File: src/rtl/mem_stage.sv
// mem_stage: MIPS memory stage; EX/MEM register plus a req/ready MainRAM access FSM
//   CLK, RST_N        clock, synchronous active-low reset
//   *E, *_in          execute-stage controls and values, captured when stall_out=0
//   *M, *_out         registered values to write-back / fetch
//   mem_*             MainRAM request, write-enable, address, data, ready
//   stall_out         freezes PC, IF/ID and ID/EX while an access is outstanding
//   mem_timeout_err   sticky flag: an access waited TIMEOUT_CYCLES without mem_ready
//   misalign_err      sticky flag, only with MEM_ALIGN_CHECK_EN: unaligned lw/sw dropped
module mem_stage #(
  parameter int ADDR_W = 32,
  parameter int TIMEOUT_CYCLES = 16
) (
  input  logic              CLK,
  input  logic              RST_N,
  input  logic              RegWriteE,
  input  logic              MemtoRegE,
  input  logic              MemWriteE,
  input  logic              BranchE,
  input  logic              JumpE,
  input  logic [5:0]        ALUopE,
  input  logic [31:0]       ALUOut_in,
  input  logic [31:0]       WriteData_in,
  input  logic [31:0]       PCPlus4_in,
  input  logic [31:0]       PCBranch_in,
  input  logic [4:0]        wb_addr_in,
  output logic              RegWriteM,
  output logic              MemtoRegM,
  output logic              BranchM,
  output logic              JumpM,
  output logic [5:0]        ALUopM,
  output logic [31:0]       ALUOut_out,
  output logic [31:0]       PCPlus4_out,
  output logic [31:0]       PCBranch_out,
  output logic [31:0]       ReadData_out,
  output logic [4:0]        wb_addr_out,
  output logic              mem_req,
  output logic              mem_we,
  output logic [ADDR_W-1:0] mem_addr,
  output logic [31:0]       mem_wdata,
  input  logic [31:0]       mem_rdata,
  input  logic              mem_ready,
  output logic              stall_out,
  output logic              mem_timeout_err
`ifdef MEM_ALIGN_CHECK_EN
  ,
  output logic              misalign_err
`endif
);
  localparam int CW = $clog2(TIMEOUT_CYCLES + 1);
  typedef enum logic {IDLE, ACCESS} state_t;
  state_t state, nextState;
  logic regWrite, memtoReg, memWrite, branch, jump;
  logic [5:0] aluOp;
  logic [31:0] aluOut, writeData, pcPlus4, pcBranch;
  logic [4:0] wbAddr;
  logic [CW-1:0] waitCnt;
  logic access, timeoutHit, memopE, misalignNow;
  assign access = state == ACCESS;
  assign timeoutHit = access & ~mem_ready & (waitCnt == CW'(TIMEOUT_CYCLES - 1));
  assign stall_out = access & ~mem_ready & ~timeoutHit;
`ifdef MEM_ALIGN_CHECK_EN
  // an unaligned memop is captured but never enters ACCESS, so a memop sitting in IDLE is one
  assign memopE = (MemtoRegE | MemWriteE) & (ALUOut_in[1:0] == 2'b00);
  assign misalignNow = ~access & (memtoReg | memWrite);
  always_ff @(posedge CLK)
    if (!RST_N) misalign_err <= 1'b0;
    else if (misalignNow) misalign_err <= 1'b1;
`else
  assign memopE = MemtoRegE | MemWriteE;
  assign misalignNow = 1'b0;
`endif
  always_comb nextState = stall_out ? state : (memopE ? ACCESS : IDLE);
  always_ff @(posedge CLK) begin
    if (!RST_N) begin
      state <= IDLE;
      {regWrite, memtoReg, memWrite, branch, jump} <= '0;
      aluOp <= '0;
      {aluOut, writeData, pcPlus4, pcBranch} <= '0;
      wbAddr <= '0;
      waitCnt <= '0;
      mem_timeout_err <= 1'b0;
    end else begin
      state <= nextState;
      if (!stall_out) begin
        {regWrite, memtoReg, memWrite, branch, jump} <= {RegWriteE, MemtoRegE, MemWriteE, BranchE, JumpE};
        aluOp <= ALUopE;
        {aluOut, writeData, pcPlus4, pcBranch} <= {ALUOut_in, WriteData_in, PCPlus4_in, PCBranch_in};
        wbAddr <= wb_addr_in;
      end
      waitCnt <= stall_out ? waitCnt + 1'b1 : '0;
      if (timeoutHit) mem_timeout_err <= 1'b1;
    end
  end
  // gating with stall_out makes WB see each instruction exactly once, on its completing cycle
  assign RegWriteM = regWrite & ~stall_out & ~timeoutHit & ~misalignNow;
  assign BranchM = branch & ~stall_out;
  assign JumpM = jump & ~stall_out;
  assign MemtoRegM = memtoReg;
  assign ALUopM = aluOp;
  assign ALUOut_out = aluOut;
  assign PCPlus4_out = pcPlus4;
  assign PCBranch_out = pcBranch;
  assign wb_addr_out = wbAddr;
  assign ReadData_out = (access & mem_ready) ? mem_rdata : 32'h0;
  assign mem_req = access;
  assign mem_we = access & memWrite;
  assign mem_addr = access ? ADDR_W'(aluOut) : '0;
  assign mem_wdata = access ? writeData : 32'h0;
endmodule
File: config.mk
export PLATFORM = sky130hd
export DESIGN_NAME = mem_stage
export DESIGN_NICKNAME = d
export VERILOG_FILES = /design/src/rtl/mem_stage.sv
export SDC_FILE = /design/constraint.sdc
export NUM_CORES = 1
export LEC_CHECK = 0
export CAP_MARGIN = 10
export CORE_AREA = 4 4 147 149
export DETAILED_ROUTE_END_ITERATION = 10
export DIE_AREA = 0 0 151 153
export DONT_BUFFER_PORTS = 1
export GPL_TIMING_DRIVEN = 0
export PLACE_DENSITY = 0.48
export RECOVER_POWER = 25
export SLEW_MARGIN = 5
export SYNTH_ARGS = -nofsm -noshare
export SYNTH_HDL_FRONTEND = slang
export SYNTH_SLANG_ARGS = --single-unit
File: constraint.sdc
create_clock -name CLK -period 3.6 [get_ports CLK]
set_clock_uncertainty 0.2 [all_clocks]
set_input_delay 0.9 -clock CLK [delete_from_list [all_inputs] [get_ports CLK]]
set_output_delay 0.9 -clock CLK [all_outputs]
set_load 0.02 [all_outputs]
==> summary.txt <==
Power
  – Net switching power: around 0.0012 W
  – Internal Power: between 0.002 and 0.003 W
  – Sequential Power Share: 0.482
  – Power Density: approximately 570 mW/mm^2
  – Worst vdd ir: around 300 uV
  – Combinational share of power: 0.095
  – Sw frac: 0.304
  – Leak pwr: 3.06 nW
  – Clk pwr share: 0.423

Setup path
  – Crit path required time: about 2.5 ns
  – Setup crit end kind: output pin
  – R2r setup slk: 1.17 ns
  – Crit path launch type: flop
  – Setup CP Type: reg -> out
  – Arr. time, crit path: 2.35 ns
  – Critical-path maximum fanout: 19

Cells and area
  – Area Overhead vs Synth: 14.5%
  – Share of post-route cells with drive strength above 1: 0.0667
  – Final nets: slightly below 1000
  – FF+latch area: 0.00302 sq mm
  – Multi-input logic area: approximately 0.0029 sq mm
  – Fillers: about 2100
  – Final instance area: 0.00714 sq mm
  – Fin cells: approximately 1100

Clock tree
  – CTS Buffer Depth: 2
  – Worst-path clk slew: ~0.060 ns
  – Hold Buf Count CTS: 0
  – H-Tree Depth: 4
  – CTS tree: done
  – Clk root buf: clkbuf_16
  – Clk sinks: 151
  – Setup bufs post-CTS: 0
  – Worst skew pair latency: 0.42 ns
  – TritonCTS Buffers: 17

STA
  – Endpoints failing hold: 0
  – Fin. max-slew vios: 0
  – Max transition margin: 0.513
  – Fmax: roughly 290 MHz
  – Worst Max-Slew Pin Slew: ~0.73 ns
  – Setup TNS: 0 ns
  – Unrepaired setup endpoints after global routing: no
  – Final setup violation count: 0
  – Final min period: 3.45 ns
  – Final Cycle Share: 0.958

Floorplan
  – Initial Util: 0.309
  – Rows: 52
  – I/O pin count: approximately 400
  – Die area: about 0.023 sq mm
  – Die width: roughly 150 microns
  – Die span in y: ~150 microns
  – Core footprint: 0.0202 sq mm

Logic synthesis
  – Sequential element share of the synthesized area: 0.485
  – Yosys reg bits: approximately 150
  – Post-Synthesis Cells: 764
  – Largest area contributor in the netlist: dfxtp_1
  – Mapped cell area: about 0.0062 sq mm
  – List of most frequent post-synthesis cells: nand2_1, dfxtp_1, a21boi_1, and2_1, clkbuf_1
  – Ys flop type: dfxtp_1
  – Ys Warns: 0
  – Cell with the most instances after synthesis: nand2_1
  – Synth async-reset ratio: 0
  – Synth top area share: 0.485
  – Number of flops mapped to enable cells by yosys: 0
  – Synth Net Count: ~950
  – Unique masters post-synth: 22
  – Synth area leaders: dfxtp_1, nand2_1, a21boi_1
  – Mapped Avg Cell Area: 8.17 sq um

Hold path
  – Worst min-delay path class: reg -> reg

Global routing
  – Largest net degree at the start of global routing: 20
  – Met2 Track Usage GR: 0.343
  – GRT Util Overall: 0.190
  – Vias in the first global route: roughly 5200
  – M3 GR Usage: 0.110
  – Initial antenna violation count: 6
  – GR Layer Usage met1: 0.182
  – First-pass GRT wire length: around 33000 microns
  – Most Crowded Layer GR: met2
  – Total grt overflow: 0

Routing
  – Final WL: approximately 23000 microns
  – Post-DRT Antenna Nets: 0
  – DR DRC count: 0
  – Total number of vias: around 5000
  – Drt via density: ~4.8
  – 1st-pass router iterations: 4
  – Wire per inst: around 21 microns
  – First DRT Iteration DRCs: 224

Place
  – Placed inst area: 0.00658 sq mm
  – GPL Wtd Cong: 0.767
  – DP Wirelength: approximately 18000 microns
  – Placed cells: about 1000
  – Buffers on Ports: 0

Run status
  – Outcome: finished, final reports clean

Flow run
  – Max Cap Viol: 0
## final cells by class
class | count | area share
tap | 270 | 0.0473
antenna | 3 | 0.00105
inverter | 3 | 0.00158
buffer | 61 | 0.0426
sequential | 151 | 0.423
clock buffer | 18 | 0.0601
multi-input combinational | 548 | 0.406
clock inverter | 14 | 0.0182
## power by group through the flow
stage          combinational [W]  sequential (W)  clock, W
2_1_floorplan           0.000305         0.00196         0
3_3_place_gp            0.000390         0.00200         0
3_5_place_dp            0.000393         0.00200         0
4_1_cts                 0.000394         0.00196   0.00177
5_1_grt                 0.000434         0.00197   0.00186
6_report                0.000387         0.00195   0.00172
## metal layers
layer / share of wire / vias up
met5: 0.00057 / -
met4: 0.018 / 2
met3: 0.13 / 24
met2: 0.51 / 269
met1: 0.34 / 2338
li1: - / 2486
## path summary, 6_finish.rpt
check,start,end,cells after the start
max,waitCnt[0]$_SDFF_PN0_,BranchM,6
min,writeData[6]$_SDFFE_PN0N_,writeData[6]$_SDFFE_PN0N_,2
max reg2reg,waitCnt[0]$_SDFF_PN0_,writeData[24]$_SDFFE_PN0N_,8
min reg2reg,writeData[6]$_SDFFE_PN0N_,writeData[6]$_SDFFE_PN0N_,2
## metrics by stage
stage               setup slack [ns]   util  hold slack [ns]  power (W)
finish                         0.152  0.354            0.245    0.00406
global route                  0.0204  0.354            0.259    0.00426
CTS                           0.0787  0.354            0.247    0.00413
detailed placement             0.300  0.326            0.237    0.00239
global placement               0.280  0.326            0.235    0.00239
floorplan                      0.597      -            0.218    0.00226
## critical path, cell delays in order, from the launching register on
cell and delay, ns:
dfxtp_1 0.32, ha_1 0.22, and3_1 0.19, ha_1 0.19, or3b_1 0.42, buf_2 0.30
and2_1 0.30
## flip-flops by register name, summed over array words and instances, names as in the netlist
| register | count |
|---|---|
| waitCnt | 5 |
| PCBranch_out | 32 |
| jump | 1 |
| wb_addr_out | 5 |
| branch | 1 |
| ALUOut_out | 32 |
| writeData | 32 |
| PCPlus4_out | 32 |
| ALUopM | 6 |
| mem_timeout_err | 1 |
| mem_req | 1 |
| regWrite | 1 |
| MemtoRegM | 1 |
| memWrite | 1 |
## timing repair
item / 4_1_cts / 5_1_grt
gates resized for setup: 0 / 2
endpoints found under the setup margin: 2 / 10
hold endpoints to repair: 0 / 0
## cells by family after synthesis
kind of cell               Yosys count  share of synthesized area
AOI/OAI and AO/OA                  147                      0.177
adders and majority gates            2                    0.00401
buffers and inverters               65                     0.0509
DFF                                151                      0.485
xor gates and xnor gates             2                    0.00281
and+or+nand+nor                    397                      0.281
## layout by cell type (no fill, tap or decap)
cell	n
clkinv_4	3
or3b_1	1
diode_2	3
nand3_1	1
ha_1	2
clkbuf_16	17
clkinvlp_4	2
inv_2	1
xor2_1	1
inv_1	2
dfxtp_1	151
nand2_1	289
o31a_1	1
nor2_1	4
inv_8	4
buf_2	5
clkbuf_1	40
buf_1	1
a21boi_0	25
a21boi_1	120
a31oi_1	1
clkbuf_2	1
and2_1	67
xnor2_1	1
buf_4	12
and3_1	34
inv_6	5
nor2b_1	1
buf_6	3
Note: power is estimated with default switching activity, not from simulation.
